[config.mk]
export PLATFORM = sky130hd
export DESIGN_NAME = cas_key_loader_flat
export DESIGN_NICKNAME = d
export VERILOG_FILES = /design/src/rtl/cas_key_loader_if.sv /design/src/rtl/cas_key_loader.sv /design/src/flat_wrapper.sv
export SDC_FILE = /design/constraint.sdc
export NUM_CORES = 1
export LEC_CHECK = 0
export ABC_AREA = 1
export CAP_MARGIN = 20
export CELL_PAD_IN_SITES_DETAIL_PLACEMENT = 1
export CELL_PAD_IN_SITES_GLOBAL_PLACEMENT = 1
export CORE_ASPECT_RATIO = 0.9
export CORE_MARGIN = 8
export CORE_UTILIZATION = 40
export CTS_CLUSTER_DIAMETER = 60
export DETAILED_ROUTE_END_ITERATION = 10
export PLACE_DENSITY = 0.75
export SYNTH_ARGS = -nofsm -noshare
export SYNTH_HDL_FRONTEND = slang
export SYNTH_SLANG_ARGS = --single-unit
[constraint.sdc]
create_clock -name clk -period 2.1 [get_ports clk]
set_input_delay 0.315 -clock clk [delete_from_list [all_inputs] [get_ports clk]]
set_output_delay 0.315 -clock clk [all_outputs]
set_load 0.02 [all_outputs]
[src/rtl/cas_key_loader_if.sv]
// Handshake and key bus between the secure key store / controller and the CAS key loader.
// The master drives the load/serial inputs; the loader (slave) returns status and the committed key.
interface cas_key_loader_if #(
    parameter int KEY_W = 64
);
    logic             load_start;
    logic             clear;
    logic             ser_valid;
    logic             ser_data;
    logic             ser_ready;
    logic [KEY_W-1:0] key_out;
    logic             key_valid;
    logic             busy;
    logic             err;

    modport master (
        output load_start, clear, ser_valid, ser_data,
        input  ser_ready, key_out, key_valid, busy, err
    );

    modport slave (
        input  load_start, clear, ser_valid, ser_data,
        output ser_ready, key_out, key_valid, busy, err
    );
endinterface

[src/rtl/cas_key_loader.sv]
// Bit-serial key loader for the CAS-Lock c432 netlist: shifts in key + XOR checksum,
// verifies it, and commits the key write-once to a registered bus.
module cas_key_loader #(
    parameter int KEY_W = 64,
    parameter int CHK_W = 8
) (
    input  logic             clk,
    input  logic             rst_n,
    cas_key_loader_if.slave  bus
);
    localparam int TOTAL  = KEY_W + CHK_W;
    localparam int NSLICE = KEY_W / CHK_W;
    localparam int CNT_W  = $clog2(TOTAL);
    localparam logic [CNT_W-1:0] LAST_BEAT = CNT_W'(TOTAL - 1);

    typedef enum logic [2:0] {
        IDLE,
        SHIFT,
        CHECK,
        ARMED,
        ERROR
    } state_t;

    state_t           state_reg;
    logic [CNT_W-1:0] cnt_reg;
    logic [KEY_W-1:0] shadow_reg;
    logic [CHK_W-1:0] chk_reg;
    logic [KEY_W-1:0] key_reg;
    logic             ready_reg;
    logic             valid_reg;
    logic             busy_reg;
    logic             err_reg;

    logic             beat;
    logic [TOTAL-1:0] beat_hit;
    logic [KEY_W-1:0] shadow_next;
    logic [CHK_W-1:0] chk_next;
    logic [CHK_W-1:0] calc;

    assign beat = bus.ser_valid & ready_reg;

    // One-hot write enable per stream position, so each beat lands in exactly one bit.
    generate
        for (genvar gi = 0; gi < TOTAL; gi++) begin : g_beat_dec
            assign beat_hit[gi] = beat && (cnt_reg == CNT_W'(gi));
        end
    endgenerate

    assign shadow_next = (shadow_reg & ~beat_hit[KEY_W-1:0])
                       | ({KEY_W{bus.ser_data}} & beat_hit[KEY_W-1:0]);
    assign chk_next    = (chk_reg & ~beat_hit[TOTAL-1:KEY_W])
                       | ({CHK_W{bus.ser_data}} & beat_hit[TOTAL-1:KEY_W]);

    always_comb begin
        calc = '0;
        for (int j = 0; j < NSLICE; j++) begin
            calc = calc ^ shadow_reg[j*CHK_W +: CHK_W];
        end
    end

    always_ff @(posedge clk or negedge rst_n) begin
        if (!rst_n) begin
            state_reg  <= IDLE;
            cnt_reg    <= '0;
            shadow_reg <= '0;
            chk_reg    <= '0;
            key_reg    <= '0;
            ready_reg  <= 1'b0;
            valid_reg  <= 1'b0;
            busy_reg   <= 1'b0;
            err_reg    <= 1'b0;
        end else if (bus.clear) begin
            // Zeroise beats everything, including a final beat or load_start on this edge.
            state_reg  <= IDLE;
            cnt_reg    <= '0;
            shadow_reg <= '0;
            chk_reg    <= '0;
            key_reg    <= '0;
            ready_reg  <= 1'b0;
            valid_reg  <= 1'b0;
            busy_reg   <= 1'b0;
            err_reg    <= 1'b0;
        end else begin
            case (state_reg)
                IDLE, ERROR: begin
                    if (bus.load_start) begin
                        state_reg  <= SHIFT;
                        cnt_reg    <= '0;
                        shadow_reg <= '0;
                        chk_reg    <= '0;
                        key_reg    <= '0;
                        valid_reg  <= 1'b0;
                        err_reg    <= 1'b0;
                        ready_reg  <= 1'b1;
                        busy_reg   <= 1'b1;
                    end
                end
                SHIFT: begin
                    if (beat) begin
                        shadow_reg <= shadow_next;
                        chk_reg    <= chk_next;
                        if (cnt_reg == LAST_BEAT) begin
                            state_reg <= CHECK;
                            ready_reg <= 1'b0;
                        end else begin
                            cnt_reg <= cnt_reg + 1'b1;
                        end
                    end
                end
                CHECK: begin
                    busy_reg <= 1'b0;
                    cnt_reg  <= '0;
                    if (calc == chk_reg) begin
                        state_reg <= ARMED;
                        key_reg   <= shadow_reg;
                        valid_reg <= 1'b1;
                    end else begin
                        state_reg  <= ERROR;
                        err_reg    <= 1'b1;
                        shadow_reg <= '0;
                    end
                end
                ARMED: begin
                    // Write-once: only clear or reset leave this state.
                end
                default: begin
                    state_reg <= IDLE;
                end
            endcase
        end
    end

    assign bus.ser_ready = ready_reg;
    assign bus.key_out   = key_reg;
    assign bus.key_valid = valid_reg;
    assign bus.busy      = busy_reg;
    assign bus.err       = err_reg;
endmodule
[src/flat_wrapper.sv]
// flat-port wrapper written by rule: the top's interface ports become plain ports
module cas_key_loader_flat 
#(
    parameter int KEY_W = 64,
    parameter int CHK_W = 8
)
  (clk, rst_n, bus_load_start, bus_clear, bus_ser_valid, bus_ser_data, bus_ser_ready, bus_key_out, bus_key_valid, bus_busy, bus_err);
  cas_key_loader_if #(.KEY_W(KEY_W)) bus_i ();
  input  logic clk;
  input  logic rst_n;
  input wire logic [$bits(bus_i.load_start)-1:0] bus_load_start;
  input wire logic [$bits(bus_i.clear)-1:0] bus_clear;
  input wire logic [$bits(bus_i.ser_valid)-1:0] bus_ser_valid;
  input wire logic [$bits(bus_i.ser_data)-1:0] bus_ser_data;
  output wire logic [$bits(bus_i.ser_ready)-1:0] bus_ser_ready;
  output wire logic [$bits(bus_i.key_out)-1:0] bus_key_out;
  output wire logic [$bits(bus_i.key_valid)-1:0] bus_key_valid;
  output wire logic [$bits(bus_i.busy)-1:0] bus_busy;
  output wire logic [$bits(bus_i.err)-1:0] bus_err;
  assign bus_i.load_start = bus_load_start;
  assign bus_i.clear = bus_clear;
  assign bus_i.ser_valid = bus_ser_valid;
  assign bus_i.ser_data = bus_ser_data;
  assign bus_ser_ready = bus_i.ser_ready;
  assign bus_key_out = bus_i.key_out;
  assign bus_key_valid = bus_i.key_valid;
  assign bus_busy = bus_i.busy;
  assign bus_err = bus_i.err;
  cas_key_loader #(.KEY_W(KEY_W), .CHK_W(CHK_W)) u_core (.clk(clk), .rst_n(rst_n), .bus(bus_i));
endmodule
== Yosys cells after proc, flatten, opt, wreduce, memory -nomap -nowiden ==
Index checks and enable logic that the tools add are counted.
Widths: inputs -> output; s select.
Word-level totals
  bits in registers: 150
  input port bits: 6
  output and inout port bits: 68
Cells by class
  add/sub/neg operators: 1
  equal/unequal tests: 83
  mux-type cells: 37
  bitwise logic cells: 16
  reductions and logical operators: 86
Operator list (count)
  $mux 64: 6
  $eq 7x6->1 const B: 32
  $pmux 64 s3: 1
  $and 64x64->64: 2
  $pmux 64 s2: 1
  $eq 7x5->1 const B: 16
  $logic_and 1x1->1: 72
  $not 64->64: 1
  $or 64x64->64: 1
  $eq 7x4->1 const B: 8
  $eq 7x7->1 const B: 8
  $xor 8x8->8: 7
  $eq 7x3->1 const B: 4
  $mux 7: 4
  $mux 8: 3
  $pmux 7 s3: 1
  $and 8x8->8: 2
  $pmux 8 s2: 1
  $reduce_and 4->1: 4
  $mux 3: 5
  $eq 7x2->1 const B: 2
  $pmux 3 s4: 1
  $mux 1: 10
  $ne 3x2->1 const B: 3
  other kinds (19): 28

== Logic depth before layout (Yosys ltp) ==
Gate-level depths: netlist (run 1).
  depth after elaboration: 11
  mapped depth: 18

== Least setup slack after synthesis (run 1) ==
No wires, ideal clock.
  path kind: register -> register
  start: register u_core.ready_reg (netlist: u_core.bus.ser_ready)
  end: register u_core.shadow_reg[32]
  setup time: 0.066 ns
  data arrival time: 1.709 ns
  data required time: 2.034 ns
  path slack: 0.325 ns
  stages on the path, launching flop included: 11
  clock period less this slack: 1.775 ns
  cell sequence: dfrtp_1 > nand2_1 > inv_1 > nor2_1 > nor2_1 > nand2_1 > inv_2 > buf_2 > buf_1 > nand3_1 > nand2_1
Between the ends
  word-level cells in the longest chain between the ends: 8
RTL lines
  start, declared: line cas_key_loader.sv:29  | logic ready_reg;
  start signal, assigned: line cas_key_loader.sv:68  | ready_reg <= 1'b0;
  start signal, assigned: line cas_key_loader.sv:79  | ready_reg <= 1'b0;
  start signal, assigned: line cas_key_loader.sv:94  | ready_reg <= 1'b1;
  $and 1x1->1 *: line cas_key_loader.sv:40  | assign beat = bus.ser_valid & ready_reg;
  $logic_and 1x1->1: line cas_key_loader.sv:45  | assign beat_hit[gi] = beat && (cnt_reg == CNT_W'(gi));
  $not 64->64: line cas_key_loader.sv:49  | assign shadow_next = (shadow_reg & ~beat_hit[KEY_W-1:0])
  $and 64x64->64: line cas_key_loader.sv:49
  $or 64x64->64: line cas_key_loader.sv:50  | | ({KEY_W{bus.ser_data}} & beat_hit[KEY_W-1:0]);
  $mux 64: line cas_key_loader.sv:99  | if (beat) begin
  $pmux 64 s3: line cas_key_loader.sv:84  | case (state_reg)
  $mux 64: line cas_key_loader.sv:72  | end else if (bus.clear) begin
  end signal, assigned: line cas_key_loader.sv:100  | shadow_reg <= shadow_next;
  end, declared: line cas_key_loader.sv:26  | logic [KEY_W-1:0] shadow_reg;
Every way passes the cells marked *; elsewhere a longest branch is shown, timed or not. The select of a mux whose other input is x is not followed.
A chain may end at the register's enable or synchronous reset.

== Worst setup path after layout (run 1) ==
  start: register u_core.shadow_reg[61]
  end: register u_core.shadow_reg[26]
Between the ends
  word-level cells in the longest chain between the ends: 4
RTL lines
  $xor 8x8->8: line cas_key_loader.sv:57  | calc = calc ^ shadow_reg[j*CHK_W +: CHK_W];
  $eq 8x8->1: line cas_key_loader.sv:113  | if (calc == chk_reg) begin
  $ne 3x3->1 (no line)
  $reduce_and 4->1 (no line)
No other way between the ends.

==> results of run 1 <==
routing by layer:
layer,global-route usage,part of all wire,routed length [um]
met1,0.319,0.44,14200
met4,0.0783,0.021,699
met2,0.391,0.49,16100
met5,0,0,0
met3,0.0389,0.051,1660
kinds of logic (layout without fill, tap and decap cells):
group                      Yosys count  count (layout)  synth area share
DFF                                150             150             0.442
adders and majority gates            4               4           0.00589
xor gates and xnor gates            21              21            0.0217
and+or+nand+nor                    667             667             0.332
AOI/OAI and AO/OA                  153             153             0.114
buffers and inverters              156             333            0.0844
layout make-up:
| type | count | share of cell area |
|---|---|---|
| clock inverters | 11 | 0.0130 |
| well taps | 286 | 0.0312 |
| inverters | 91 | 0.0303 |
| clock buffers | 20 | 0.0390 |
| flip-flops and latches | 150 | 0.328 |
| multi-input cells | 845 | 0.367 |
| repair buffers | 211 | 0.192 |
how the worst min path moves through the flow:
| stage | startpoint | to | cells past startpoint |
|---|---|---|---|
| final | rst_n | u_core.state_reg[0]$_DFFE_PN0P_ | 2 |
| after detailed placement | rst_n | u_core.state_reg[0]$_DFFE_PN0P_ | 1 |
| after CTS | rst_n | u_core.state_reg[0]$_DFFE_PN0P_ | 2 |
| after floorplan | rst_n | u_core.bus.busy$_DFFE_PN0P_ | 0 |
| after global placement | rst_n | u_core.state_reg[0]$_DFFE_PN0P_ | 1 |
| after global routing | rst_n | u_core.state_reg[0]$_DFFE_PN0P_ | 2 |
critical path: stages (launching register included):
cell and delay [ps]:
dfrtp_1 440, xnor2_1 250, nand3_1 190, nand2_1 120, nand2_1 70, nand2_1 70
nand2_1 100, nor2_2 190, nand3_4 160, nand2_8 190, buf_12 170, nand2_1 70
nand2_1 70
synthesized netlist by cell type (9+ instances only):
library cell and number:
nand2_1 418, nand3_1 158, dfrtp_1 150, inv_1 84, a21oi_1 63, nor2_1 55
a311oi_1 49, clkbuf_1 27, o21ai_0 27, xnor2_1 16, buf_2 12, buf_6 12
nor3_1 9
cells in the final DEF, fill, tap and decap left out, types with 27 or more instances in the layout:
master           netlist  final
dfrtp_1              150    146
clkdlybuf4s50_1        0     72
buf_4                  7    105
a21oi_1               63     63
inv_1                 84     82
o21ai_0               27     27
a311oi_1              49     49
nand3_1              158    152
nand2_1              418    401
nor2_1                55     48
what timing repair did:
action / CTS / global route
pin swaps: 2 / 4
setup endpoints to repair: 127 / 131
gates resized for setup: 12 / 42
buffers inserted: 1 / 3
gates cloned: 1 / 6
hold buffers: 1 / 0
hold endpoints to repair: 32 / 0
through the flow:
stage	total power (uW)	instances	hold WS (ps)	worst slack, ps
2_1_floorplan	4760	1151	19.4	325
3_3_place_gp	6070	1571	253	-3.16
3_5_place_dp	6110	1571	252	-79.0
4_1_cts	9410	1605	360	-15.5
5_1_grt	10300	1614	369	-151
6_report	9910	1614	353	-54.2
power by group:
group          switching (uW)  leakage (uW)  internal, uW
sequential               64.5       0.00208          2950
combinational            2350       0.00334          1350
clock                    1300      0.000283          1900
total                    3710       0.00571          6190
==> results.ini, run 1 <==
[outcome]
status = finished, violations left
violations = negative setup slack

[critical_path]
worst-path-max-fanout = 16
ff2ff_setup_slack_ps = -50
r2r_cells = 12
timing.rr.start = u_core.shadow_reg[61]$_DFFE_PN0P_
worstPathArrival_ps = 2520
startpoint_type = flop
crit_path_end = u_core.shadow_reg[26]$_DFFE_PN0P_
crit_start = u_core.shadow_reg[61]$_DFFE_PN0P_
path_class = reg2reg
required_ps = 2470
critPathCaptureType = flop
regToRegEndpoint = u_core.shadow_reg[26]$_DFFE_PN0P_

[floorplanning]
ios = 74
core_area_um2 = 20800
rows = 50
chipHeight_um = 154
die-area_um2 = 26200
start_util = 0.408
die_x_um = 170

[global_routing]
grtUsageTotal = 0.240
grt_max_degree = 48
grt_pass1_wl_um = 49700
grt_pass1_vias = 8925
antenna_found_initial = 0
grt-ovfl-total = 0

[clock_network]
clock_latency_ps = 430
root_buffer = clkbuf_16
htree_num_levels = 4
cts_buffers = 17
cts.sinks = 150
clockBufferDepth = 2
path_clk_slew_ps = 60
cts_tree = yes

[synth]
yosysWarnings = 0
yosys-top-cells-area = dfrtp_1, nand2_1, nand3_1
syn_inst = 1151
synth_edf_count = 0
ys_seq_elements = 150
yosys.cell_types.count = 35
synthesis.area_um2 = 8490
synth_nets = 1161
synth_top_cell_by_area = dfrtp_1
async_flop_share = 1.00
syn_avg_cell_area_um2 = 7.38
synthFlopType = dfrtp_1
yosys.area.top_type_share = 0.442
seq_area_frac_synth = 0.442

[routing]
dr.pass1.iters = 5
drt_iter0_drc = 566
wl_per_cell_um = 20.2
drt-total-wl_um = 32700
vias = 8905
drcViolationCount = 0
vias_per_cell = 5.52
final_antenna_net_count = 0

[final_layout]
utilization = 0.550
diodes = 0
final_nets = 1326
nFillCells = 2549
syn_to_final_growth_pct = 34.9
multiInputGateArea_um2 = 4200
seq_area_um2 = 3760
drive_gt1_frac = 0.170
fin_area_um2 = 11500

[worst_hold_path]
hold_class = in2async

[timing]
fmax_mhz = 464
setup_violations = 92
tightestPinTransition_ps = 398
fin_tns_setup_ps = -1890
fin_crit_sh = 1.03
worst_slack_ps = -54.2
fin_skew_ps = 10.7
finalMaxSlewViolations = 0
rsz0062_at_grt = true
period_minus_slack_ps = 2150
slew-limit-headroom = 0.732
hold_viol = 0

[pwr]
power_leakage_uw = 0.00571
peakVddDrop_v = 0.000610
power_density_nw_per_um2 = 865

[placement]
placed_cell_area_um2 = 10500
place_congestion = 0.852
port_buffers = 73
place_hpwl_um = 21900

[run]
maxCapViolations = 0

(Power assumes the default switching activity.)
==> inputs of run 2 (changes only) <==
--- a/config.mk
+++ b/config.mk
@@ -11,10 +11,10 @@
 export CELL_PAD_IN_SITES_GLOBAL_PLACEMENT = 1
 export CORE_ASPECT_RATIO = 0.9
 export CORE_MARGIN = 8
-export CORE_UTILIZATION = 40
+export CORE_UTILIZATION = 39
 export CTS_CLUSTER_DIAMETER = 60
 export DETAILED_ROUTE_END_ITERATION = 10
-export PLACE_DENSITY = 0.75
+export PLACE_DENSITY = 0.76
 export SYNTH_ARGS = -nofsm -noshare
 export SYNTH_HDL_FRONTEND = slang
 export SYNTH_SLANG_ARGS = --single-unit
==> constraint.sdc (replaced) <==
create_clock -name clk -period 1.9 [get_ports clk]
set_input_delay 0.285 -clock clk [delete_from_list [all_inputs] [get_ports clk]]
set_output_delay 0.285 -clock clk [all_outputs]
set_load 0.02 [all_outputs]
==> run 2 against run 1 <==
Against the previous run: the flow still finishes with violations (negative setup slack); hold slack got worse by 15 ps; cell count up 4.3%; total power up 28%; sequential cell count stayed put; routed wire length up 28%; global-route usage up 0.71 points; die area up 2.3%; clock power grew 18%; first-iteration DRC count rose by 97%; fmax fell by 12%; critical endpoint is now u_core.shadow_reg[44]$_DFFE_PN0P_; largest power group unchanged.
==> results.ini, run 2 (synthesized netlist as in run 1, its figures left out) <==
[critical_path]
worstPathArrival_ps = 2840  ; +320 ps
startpoint_type = flop
critPathCaptureType = flop
worst-path-max-fanout = 5  ; -11
crit_start = u_core.cnt_reg[0]$_DFFE_PN0P_
timing.rr.start = u_core.cnt_reg[0]$_DFFE_PN0P_
required_ps = 2280  ; -190 ps
path_class = reg2reg

[global_routing]
grt_pass1_wl_um = 52200  ; +4.9%
antenna_found_initial = 1  ; +1
grtUsageTotal = 0.247  ; +0.00713
use_met1 = 0.320  ; +0.000709
top_usage_layer = met2
grt_pass1_vias = 9451  ; +5.9%
grt_max_degree = 66  ; +38%
grtUsageMet3 = 0.0400  ; +0.00104
met2_usage = 0.405  ; +0.0142
grt-ovfl-total = 0  ; unchanged

[pwr]
peakVddDrop_v = 0.000779  ; +28%
switching_share = 0.406  ; +0.0307
power_density_nw_per_um2 = 1000  ; +16%
power_leakage_uw = 0.00654  ; +15%
internal-power_uw = 7560  ; +22%
p_sw_uw = 5160  ; +39%
p_seq_frac = 0.262  ; -0.042
p_comb_frac = 0.442  ; +0.069
clockPowerShare = 0.296  ; -0.027

[timing]
hold_viol = 0  ; unchanged
setup_violations = 135  ; +47%
slew-limit-headroom = 0.543  ; -0.189
fin_crit_sh = 1.29  ; +0.267
rsz0062_at_grt = true
fin_tns_setup_ps = -49090  ; -47200 ps
worst_slack_ps = -557  ; -502 ps
fmax_mhz = 407  ; -12%
finalMaxSlewViolations = 0  ; unchanged
fin_skew_ps = 15.5  ; +4.75 ps
period_minus_slack_ps = 2460  ; +302 ps
tightestPinTransition_ps = 682  ; +284 ps

[clock_network]
root_buffer = clkbuf_16
cts.sinks = 150  ; unchanged
cts_buffers = 17  ; unchanged
clock_latency_ps = 450  ; +20 ps
cts_tree = yes
htree_num_levels = 4  ; unchanged
clockBufferDepth = 2  ; unchanged
path_clk_slew_ps = 70  ; about the same

[routing]
vias_per_cell = 6.00  ; +8.8%
drt-total-wl_um = 41700  ; +28%
dr.pass1.iters = 6  ; +1
drcViolationCount = 0  ; unchanged
wl_per_cell_um = 24.7  ; +22%
final_antenna_net_count = 0  ; unchanged
vias = 10100  ; +14%
drt_iter0_drc = 1116  ; +97%

[final_layout]
final_cell_mix = nand2_1, buf_4, dfrtp_1
syn_to_final_growth_pct = 49.3
drive_gt1_frac = 0.299  ; +0.128
utilization = 0.590  ; +0.0398
fin_area_um2 = 12700  ; +11%
final_nets = 1390  ; +4.8%
seq_area_um2 = 3760  ; unchanged
nFillCells = 2580  ; +1.2%
layout_commonest_cell = nand2_1
multiInputGateArea_um2 = 4800  ; +14%
diodes = 0  ; unchanged

[floorplanning]
ios = 74  ; unchanged
die-area_um2 = 26800  ; +2.3%
start_util = 0.395  ; -0.0127
chipHeight_um = 156  ; +1.1%
die_x_um = 172  ; +1.2%
core_area_um2 = 21500  ; +3.2%
rows = 51  ; +2.0%

[placement]
placed_cell_area_um2 = 10700  ; +2.3%
port_buffers = 73  ; unchanged
place_congestion = 0.860  ; +1.0%
place_hpwl_um = 21800  ; -0.47%

[outcome]
violations = negative setup slack
status = finished, violations left

[worst_hold_path]
hold_class = in2async

[run]
maxCapViolations = 0  ; unchanged

[run 2: changes by cell type in the layout (fill, tap and decap cells not counted), sizes merged]
cell    previous run  this run
inv               91        93
buf              133       188
clkinv             5         4
clkbuf            25        31
bufinv             3         4
nand2            421       423
[run 2: critical path: stages, from the launching register on]
cell	delay (ps)
dfrtp_2	440
inv_1	120
ha_1	200
inv_1	130
nor2_1	560
inv_1	250
nor2_1	220
o21ai_0	130
a21oi_1	160
nand3_1	90
nand2_1	90
[run 2: routing by layer]
layer / part of all wire / wire (um) / vias to the layer above
met4: 0.054 / 2250 / 2
li1: - / - / 4261
met5: 0.00026 / 11 / -
met3: 0.087 / 3640 / 201
met1: 0.38 / 15900 / 5046
met2: 0.48 / 19900 / 602
[run 2: power by group through the flow]
stage	Clock [uW]	Combinational, uW	Sequential, uW
2_1_floorplan	0	1860	3400
4_1_cts	3780	3540	3320
3_5_place_dp	0	3290	3380
5_1_grt	3920	5740	3340
6_report	3770	5620	3330
3_3_place_gp	0	3270	3380
[run 2: repair_timing]
action                                  in CTS  in global routing
gates cloned                                 2                 18
resized for setup                           22                206
endpoints found under the setup margin     133                144
hold buffers                                 1                  0
endpoints found under the hold margin       38                  0
pin swaps                                    4                 32
buffers inserted                             5                 13
[run 2: worst paths after layout]
kind,to,slack [ps],cells after the start
min,u_core.bus.key_out[18]$_DFFE_PN0P_,340,2
max in group asynchronous,u_core.chk_reg[6]$_DFFE_PN0P_,820,3
max,u_core.shadow_reg[44]$_DFFE_PN0P_,-560,10
min reg2reg,u_core.bus.key_out[58]$_DFFE_PN0P_,470,2
max reg2reg,u_core.shadow_reg[44]$_DFFE_PN0P_,-560,10
min in group clk,u_core.bus.key_out[58]$_DFFE_PN0P_,470,2
[run 2: area by class of cell]
type,instances,area share
Clock buffer,19,0.0341
Clock inverter,13,0.0156
Inverter,91,0.0273
Multi-Input combinational cell,847,0.378
Sequential cell,150,0.296
Tap cell,291,0.0287
Timing Repair Buffer,273,0.220
[run 2: through the flow]
step | hold WS, ps | total power (uW) | setup slack (ps) | instances
global placement | 248 | 6650 | -259 | 1614
CTS | 352 | 10600 | -193 | 1654
detailed placement | 248 | 6670 | -340 | 1614
floorplan | -10.6 | 5260 | 125 | 1151
finish | 338 | 12700 | -557 | 1684
global route | 385 | 13000 | -535 | 1684
